`config.mk`:
```
export PLATFORM = sky130hd
export DESIGN_NAME = spw_fifo
export DESIGN_NICKNAME = d
export VERILOG_FILES = /design/src/rtl/spw_fifo_pkg.sv /design/src/rtl/spw_fifo_ram.sv /design/src/rtl/spw_fifo.sv
export SDC_FILE = /design/constraint.sdc
export NUM_CORES = 1
export LEC_CHECK = 0
export BUFFER_PORTS_ARGS = -buffer_cell sky130_fd_sc_hd__buf_2
export CAP_MARGIN = 20
export CORE_AREA = 2 2 287 346
export DETAILED_ROUTE_END_ITERATION = 7
export DIE_AREA = 0 0 289 348
export PLACE_DENSITY = 0.47
export SLEW_MARGIN = 40
export SYNTH_ARGS = -nofsm -noshare
export SYNTH_HDL_FRONTEND = slang
export SYNTH_HIERARCHICAL = 1
export SYNTH_SLANG_ARGS = --single-unit
```
`constraint.sdc`:
```
create_clock -name clock -period 4.6 [get_ports clock]
set_input_delay 0.92 -clock clock [delete_from_list [all_inputs] [get_ports clock]]
set_output_delay 0.92 -clock clock [all_outputs]
set_load 0.02 [all_outputs]
```
`src/rtl/spw_fifo_pkg.sv`:
```
// -----------------------------------------------------------------------------
// spw_fifo_pkg
// Shared constants for the SpaceWire N-Char FIFO.
//   DEF_DWIDTH : default word width (8 data bits + 1 control flag)
//   DEF_AWIDTH : default address width (64-entry FIFO)
//   fifo_depth : number of storage words for a given address width
// -----------------------------------------------------------------------------
package spw_fifo_pkg;

    localparam int unsigned DEF_DWIDTH = 9;
    localparam int unsigned DEF_AWIDTH = 6;

    function automatic int unsigned fifo_depth(input int unsigned aw);
        return 32'd1 << aw;
    endfunction

endpackage

```
`src/rtl/spw_fifo_ram.sv`:
```
// -----------------------------------------------------------------------------
// spw_fifo_ram
// Simple dual-port storage for spw_fifo: one synchronous write port and one
// read port. The array has no reset, so synthesis can map it onto RAM
// primitives. The read data register lives in spw_fifo (data_out_q), which
// is where the resettable output register of the memory ends up.
//
// Ports
//   clock   : rising-edge clock
//   wr_en   : write strobe
//   wr_addr : write address
//   wr_data : write data
//   rd_addr : read address
//   rd_data : word stored at rd_addr
// -----------------------------------------------------------------------------
module spw_fifo_ram
    import spw_fifo_pkg::*;
#(
    parameter int unsigned DWIDTH = DEF_DWIDTH,
    parameter int unsigned AWIDTH = DEF_AWIDTH
) (
    input  logic              clock,
    input  logic              wr_en,
    input  logic [AWIDTH-1:0] wr_addr,
    input  logic [DWIDTH-1:0] wr_data,
    input  logic [AWIDTH-1:0] rd_addr,
    output logic [DWIDTH-1:0] rd_data
);

    localparam int unsigned DEPTH = fifo_depth(AWIDTH);

    logic [DWIDTH-1:0] mem [0:DEPTH-1];

    always_ff @(posedge clock) begin
        if (wr_en) begin
            mem[wr_addr] <= wr_data;
        end
    end

    assign rd_data = mem[rd_addr];

endmodule

```
`src/rtl/spw_fifo.sv`:
```
// -----------------------------------------------------------------------------
// spw_fifo
// Synchronous FIFO for SpaceWire N-Chars with registered status flags,
// occupancy count and one-cycle overflow/underflow pulses.
//
// Build option
//   SPW_FIFO_FWFT_EN : when defined, first-word fall-through: data_out shows
//                      the head word whenever the FIFO is not empty and
//                      data_valid = !empty. When undefined, data_out is
//                      registered and updates one cycle after an accepted
//                      read, with data_valid pulsing for that cycle.
//
// Ports
//   clock        : rising-edge clock
//   reset        : asynchronous active-low reset
//   wr_en        : write request (accepted when not full)
//   data_in      : write data
//   rd_en        : read request (accepted when not empty)
//   data_out     : read data
//   data_valid   : data_out carries a freshly read word
//   full, empty, almost_full, almost_empty : registered status flags
//   count        : stored words, 0..2**AWIDTH
//   overflow     : one-cycle pulse, write attempted while full
//   underflow    : one-cycle pulse, read attempted while empty
// -----------------------------------------------------------------------------
module spw_fifo
    import spw_fifo_pkg::*;
#(
    parameter int unsigned DWIDTH = DEF_DWIDTH,
    parameter int unsigned AWIDTH = DEF_AWIDTH,
    parameter int unsigned AF_LVL = 56,
    parameter int unsigned AE_LVL = 8
) (
    input  logic              clock,
    input  logic              reset,
    input  logic              wr_en,
    input  logic [DWIDTH-1:0] data_in,
    input  logic              rd_en,
    output logic [DWIDTH-1:0] data_out,
    output logic              data_valid,
    output logic              full,
    output logic              empty,
    output logic              almost_full,
    output logic              almost_empty,
    output logic [AWIDTH:0]   count,
    output logic              overflow,
    output logic              underflow
);

    localparam logic [AWIDTH:0] PTR_ONE = {{AWIDTH{1'b0}}, 1'b1};
    localparam logic [AWIDTH:0] AF_C    = AF_LVL[AWIDTH:0];
    localparam logic [AWIDTH:0] AE_C    = AE_LVL[AWIDTH:0];

    logic [AWIDTH:0]   wr_ptr_q, wr_ptr_d;
    logic [AWIDTH:0]   rd_ptr_q, rd_ptr_d;
    logic [AWIDTH:0]   count_q, count_d;
    logic              full_q, full_d;
    logic              empty_q, empty_d;
    logic              almost_full_q, almost_full_d;
    logic              almost_empty_q, almost_empty_d;
    logic              overflow_q, overflow_d;
    logic              underflow_q, underflow_d;
    logic              wr_acc;
    logic              rd_acc;
    logic [DWIDTH-1:0] ram_rd_data;

    spw_fifo_ram #(
        .DWIDTH (DWIDTH),
        .AWIDTH (AWIDTH)
    ) u_ram (
        .clock   (clock),
        .wr_en   (wr_acc),
        .wr_addr (wr_ptr_q[AWIDTH-1:0]),
        .wr_data (data_in),
        .rd_addr (rd_ptr_q[AWIDTH-1:0]),
        .rd_data (ram_rd_data)
    );

    // Acceptance uses the registered flags only, so a read in the same cycle
    // never frees room for a write into a full FIFO (and vice versa).
    always_comb begin
        wr_acc         = wr_en && !full_q;
        rd_acc         = rd_en && !empty_q;
        wr_ptr_d       = wr_acc ? (wr_ptr_q + PTR_ONE) : wr_ptr_q;
        rd_ptr_d       = rd_acc ? (rd_ptr_q + PTR_ONE) : rd_ptr_q;
        // Modular difference of the extended pointers gives 0..2**AWIDTH.
        count_d        = wr_ptr_d - rd_ptr_d;
        empty_d        = (wr_ptr_d == rd_ptr_d);
        full_d         = (wr_ptr_d[AWIDTH-1:0] == rd_ptr_d[AWIDTH-1:0]) &&
                         (wr_ptr_d[AWIDTH] != rd_ptr_d[AWIDTH]);
        almost_full_d  = (count_d >= AF_C);
        almost_empty_d = (count_d <= AE_C);
        overflow_d     = wr_en && full_q;
        underflow_d    = rd_en && empty_q;
    end

    always_ff @(posedge clock or negedge reset) begin
        if (!reset) begin
            wr_ptr_q       <= '0;
            rd_ptr_q       <= '0;
            count_q        <= '0;
            full_q         <= 1'b0;
            empty_q        <= 1'b1;
            almost_full_q  <= 1'b0;
            almost_empty_q <= 1'b1;
            overflow_q     <= 1'b0;
            underflow_q    <= 1'b0;
        end else begin
            wr_ptr_q       <= wr_ptr_d;
            rd_ptr_q       <= rd_ptr_d;
            count_q        <= count_d;
            full_q         <= full_d;
            empty_q        <= empty_d;
            almost_full_q  <= almost_full_d;
            almost_empty_q <= almost_empty_d;
            overflow_q     <= overflow_d;
            underflow_q    <= underflow_d;
        end
    end

`ifdef SPW_FIFO_FWFT_EN
    // Head word is visible straight from storage; forced to zero while
    // empty so the output is defined after reset.
    assign data_out   = empty_q ? '0 : ram_rd_data;
    assign data_valid = !empty_q;
`else
    logic [DWIDTH-1:0] data_out_q, data_out_d;
    logic              data_valid_q, data_valid_d;

    always_comb begin
        data_out_d   = rd_acc ? ram_rd_data : data_out_q;
        data_valid_d = rd_acc;
    end

    always_ff @(posedge clock or negedge reset) begin
        if (!reset) begin
            data_out_q   <= '0;
            data_valid_q <= 1'b0;
        end else begin
            data_out_q   <= data_out_d;
            data_valid_q <= data_valid_d;
        end
    end

    assign data_out   = data_out_q;
    assign data_valid = data_valid_q;
`endif

    assign full         = full_q;
    assign empty        = empty_q;
    assign almost_full  = almost_full_q;
    assign almost_empty = almost_empty_q;
    assign count        = count_q;
    assign overflow     = overflow_q;
    assign underflow    = underflow_q;

endmodule

```
# ---- Word-level counts from Yosys, hierarchy flattened
# Memories as Yosys holds them, arrays and structs flattened. A register that Yosys moved wholly into a read port is not among the register bits.
# Index checks and enable logic that the tools add are counted.
dict set report word_totals {
  ramBits 576
  register_bits 28
  input_bits 13
  word_cells 31
  memories 1
}
dict set report classes {
  n_addsub 3
  eq_ne 3
  muxes 4
  magnitude_cmp 2
  n_reduce_logical 8
}
# name depth word_bits rd rd_ports_with_merged_regs wr line_no
set memory_table {}
lappend memory_table {u_ram.mem 64 9 1 1 1 spw_fifo_ram.sv:32} ;# logic [DWIDTH-1:0] mem [0:DEPTH-1];
# cell count
set ops {}
lappend ops {{$add 7x1->7 const B} 2}
lappend ops {{$mux 7} 2}
lappend ops {{$eq 7x7->1} 1}
lappend ops {{$ge 7x6->1 const B} 1}
lappend ops {{$le 7x4->1 const B} 1}
lappend ops {{$sub 7x7->7} 1}
lappend ops {{$eq 6x6->1} 1}
lappend ops {{$logic_and 1x1->1} 5}
lappend ops {{$logic_not 1->1} 3}
lappend ops {{$mux 1} 2}
lappend ops {{$ne 1x1->1} 1}

# ---- Longest topological paths before layout
dict set report logic_depth {
  ltp_word 5
  ltp_mapped 11
  depth_no_buf 11
}

# ---- By module
# Netlist, hierarchy kept.
# mod n_inst area_each_um2 cells_each
set modules_own_cells {}
lappend modules_own_cells {spw_fifo_ram 1 22414.0 1011}
lappend modules_own_cells {spw_fifo 1 1715.4 136}

# ---- Worst setup path before layout
# OpenSTA, ideal clock, no wires.
dict set report synth_timing {
  kind {input-to-reg}
  from {input rd_en}
  to {register almost_full_q (netlist: almost_full)}
  path_slack_ps 1025
  arrival_ps 3510
  cell_stages 10
  t_required_ps 4534
  setup_ps 66
  path_cell_list {and2b_1 buf_1 xor2_1 ha_1 fa_1 maj3_2 maj3_2 or4_4 nand4_2 a31o_1}
}
dict set report synth_via {
  elab_chain_cells 4
}
# item line_no
set synth_lines {}
lappend synth_lines {{start: declaration} spw_fifo.sv:38} ;# input logic rd_en,
lappend synth_lines {{$logic_and 1x1->1} spw_fifo.sv:83} ;# rd_acc = rd_en && !empty_q;
lappend synth_lines {{net data_valid_d} spw_fifo.sv:128} ;# logic data_valid_q, data_valid_d;
lappend synth_lines {{$mux 7} spw_fifo.sv:85} ;# rd_ptr_d = rd_acc ? (rd_ptr_q + PTR_ONE) : rd_ptr_q;
lappend synth_lines {{net rd_ptr_d[0]} spw_fifo.sv:55} ;# logic [AWIDTH:0] rd_ptr_q, rd_ptr_d;
lappend synth_lines {{$sub 7x7->7} spw_fifo.sv:87} ;# count_d = wr_ptr_d - rd_ptr_d;
lappend synth_lines {{net count_d[6]} spw_fifo.sv:56} ;# logic [AWIDTH:0] count_q, count_d;
lappend synth_lines {{$ge 7x6->1} spw_fifo.sv:91} ;# almost_full_d = (count_d >= AF_C);
lappend synth_lines {{net almost_full_d} spw_fifo.sv:59} ;# logic almost_full_q, almost_full_d;
lappend synth_lines {{end signal: assignment} spw_fifo.sv:114} ;# almost_full_q <= almost_full_d;
lappend synth_lines {{end: declaration} spw_fifo.sv:59}
# The timed path passes the listed nets, and every way through them passes these cells.

==> results by group <==
Status
  – Status: finished clean

Floorplanning
  – Initial core utilization: 24.77%
  – Die height: 348 microns
  – DIE WIDTH: 289 microns
  – Num rows: 126
  – Die area: 100600 sq um
  – Ports: 36
  – Core area: 97430 sq um

Power
  – LEAKAGE: 8.878 nW
  – Switching pwr: 5.357 mW
  – Final Power: 16.91 mW
  – Max VDD drop: 0.0004069 V
  – Sequential group share of total power: 40.5%
  – Comb power frac: 30.4%
  – Pwr/cell area: 600.4 nW/um^2
  – Pint: 11.55 mW
  – Clock Power Share: 29.2%
  – Sw Ratio: 31.69%

Logic synthesis
  – Post-synth top cells: 576 x edfxtp_1, 143 x mux4_2, 78 x nor2_1
  – YS warnings: 6
  – Avg Cell Area, Syn: 21.04 sq um
  – Async set-reset flop share out of synthesis: 6.036%
  – Count leader, synth: edfxtp_1
  – Top_reg_cell synth: edfxtp_1
  – Main area contributors after synthesis: edfxtp_1 72%, mux4_2 13%, dfrtp_1 3.6%
  – Number of synthesized register bits: 613
  – Yosys top cell area share: 71.68%
  – Distinct cells, synth: 64
  – Syn nets: 1165
  – Synth Instances: 1147
  – Post-synth EDFFs: 576
  – Mapped Area: 24130 sq um
  – Post-synth top area cell: edfxtp_1
  – Seq/Total Area, Yosys: 75.53%

Clock tree
  – CTS H-tree depth: 2
  – Clock Latency Late Sink: 620 ps
  – Cts repair resizes: 0
  – Setup bufs post-CTS: 0
  – Root buffer cell: clkbuf_16
  – CTS tree: done
  – CTS max path bufs: 3
  – CTS Buf Count: 59
  – Worst-path clk slew: 60 ps
  – Cts hold-fix bufs: 0
  – Clock tree sinks: 613

Cells and area
  – Share of cells above drive strength 1: 29.75%
  – Final layout net count: 1269
  – Post-Layout Cell Count: 2581
  – Area Growth Syn to Fin: 16.69%
  – # diodes: 0

Detailed routing
  – Initial DRC count: 755
  – Final wirelength: 58000 microns
  – Via count: 11.43k
  – DRC errors left: 0
  – Drt pass-1 iters: 4
  – WL/cell: 22.47 microns
  – Detail Route Antenna Nets: 0
  – Vias per inst: 4.427

STA
  – Max Fclk: 289.3 MHz
  – Post-Route Setup TNS: 0 ps
  – Fin crit share: 75.15%
  – Clock skew: 10.86 ps
  – Max-slew violations: 0
  – RSZ-0062 raised after global routing: no
  – Min Tclk post-route: 3457 ps
  – Final setup viols: 0
  – Rel. slew slack: 37.55%
  – Worst Max-Slew Pin Slew: 913.1 ps
  – Final Hold Vio Count: 0

Worst hold path
  – Worst Hold Class: in2async

Worst setup path
  – CP top delay family: compound AO/OA/AOI/OAI gates
  – Slowest-stage cell, CP: dfrtp_4
  – Reg2Reg Launch Point: rd_ptr_q[0]$_DFF_PN0_
  – Worst-path cell chain: buf_12, mux4_2, a2111oi_0, a2111oi_0, a221o_1, mux2_2
  – CP startpoint: rd_ptr_q[0]$_DFF_PN0_
  – WP data required: 5110 ps
  – R2r setup slk: 1140 ps
  – R2R cell count: 6
  – Stages on worst setup path: 6
  – Critical Path AT: 3970 ps
  – Crit-path most repeated cell: a2111oi_0
  – Worst reg2reg endpoint: data_out[5]$_DFFE_PN0P_
  – Kind of critical path: reg2reg
  – Startpoint types: register
  – WP buf/inv: 1
  – Element type at the critical path end: register
  – Slowest stage delay, CP: 790 ps
  – Worst Setup EP: data_out[5]$_DFFE_PN0P_
  – Crit-path max FO: 36

GRT
  – First-pass GRT wire length: 84780 microns
  – Initial antenna violation count: 1
  – Largest net degree at the start of global routing: 65
  – Total gr overflow: 0
  – Vias in the first global route: 12.01k
  – Total global-route track usage: 11.62%

Placement
  – Port Buffers: 35
  – Global placer's final weighted congestion: 0.7649
  – HPWL after DPL: 37710 microns
  – Placed cells: 2470

Run
  – Max-cap violations: 0
-- metal layers --
metal	wire length, microns	part of all wire (%)	up-vias	GRT usage (%)
met1	24310	42	6146	14.83
met4	1557	2.7	2	3.787
met2	29830	51	238	20.22
met3	2290	3.9	79	1.608
met5	13	0.022	-	0
li1	-	-	4960	-
-- power groups by stage --
stage | clock [mW] | sequential, mW | combinational, mW
2_1_floorplan | 0 | 6.80 | 3.57
3_3_place_gp | 0 | 7.02 | 5.12
3_5_place_dp | 0 | 6.97 | 5.25
4_1_cts | 5.06 | 6.85 | 5.26
5_1_grt | 5.27 | 6.88 | 5.52
6_report | 4.93 | 6.84 | 5.13
-- sequential cells by signal, indices dropped and copies added (netlist names) --
| signal | flops |
|---|---|
| count | 7 |
| empty | 1 |
| almost_empty | 1 |
| underflow | 1 |
| almost_full | 1 |
| u_ram/mem | 576 |
| overflow | 1 |
| rd_ptr_q | 7 |
| full | 1 |
| wr_ptr_q | 7 |
| data_out | 9 |
| data_valid | 1 |
-- cell type report --
type                    count  area (sq um)
clock buffers              80          1598
clock inverters            31         350.3
fillers                  9596         69270
inverters                  14         52.55
multi-input cells         465          5617
flip-flops and latches    613         18240
well taps                1280          1602
repair buffers             98         700.7
-- layout by cell type, fill, tap and decap left out, types with 15 or more instances in the layout --
| cell | count |
|---|---|
| clkbuf_1 | 19 |
| nor2_1 | 51 |
| buf_2 | 34 |
| mux4_2 | 143 |
| mux2_2 | 15 |
| clkbuf_16 | 61 |
| dfrtp_1 | 32 |
| buf_4 | 60 |
| a22oi_1 | 17 |
| nor2_2 | 27 |
| nand2_1 | 28 |
| edfxtp_1 | 576 |
| mux2i_1 | 22 |
-- kinds of logic after synthesis --
logic type                 after synthesis  share of synthesized area (%)
DFF                                    613                          75.53
muxes                                  188                          15.83
and+or+nand+nor                        176                          3.588
AOI/OAI and AO/OA                       73                          2.214
buffers and inverters                   69                          1.576
xor gates and xnor gates                18                         0.7467
adders and majority gates               10                         0.5134
-- worst min path at each step --
stage / endpoint / cells after the start
finish: overflow$_DFF_PN0_ / 1
global route: rd_ptr_q[0]$_DFF_PN0_ / 1
CTS: rd_ptr_q[0]$_DFF_PN0_ / 1
detailed placement: data_out[7]$_DFFE_PN0P_ / 1
global placement: data_out[7]$_DFFE_PN0P_ / 1
floorplan: wr_ptr_q[6]$_DFF_PN0_ / 2
-- through the flow --
stage          util, %  setup WS [ps]  cell area, sq um  hold slack (ps)
3_3_place_gp     26.79          962.3             26100            496.3
5_1_grt          28.90           1033             28160            272.0
6_report         28.90           1143             28160            260.3
2_1_floorplan        -           1025             24130            524.5
3_5_place_dp     26.90          924.6             26210            495.5
4_1_cts          28.90           1180             28150            396.3
(Power assumes the default switching activity.)
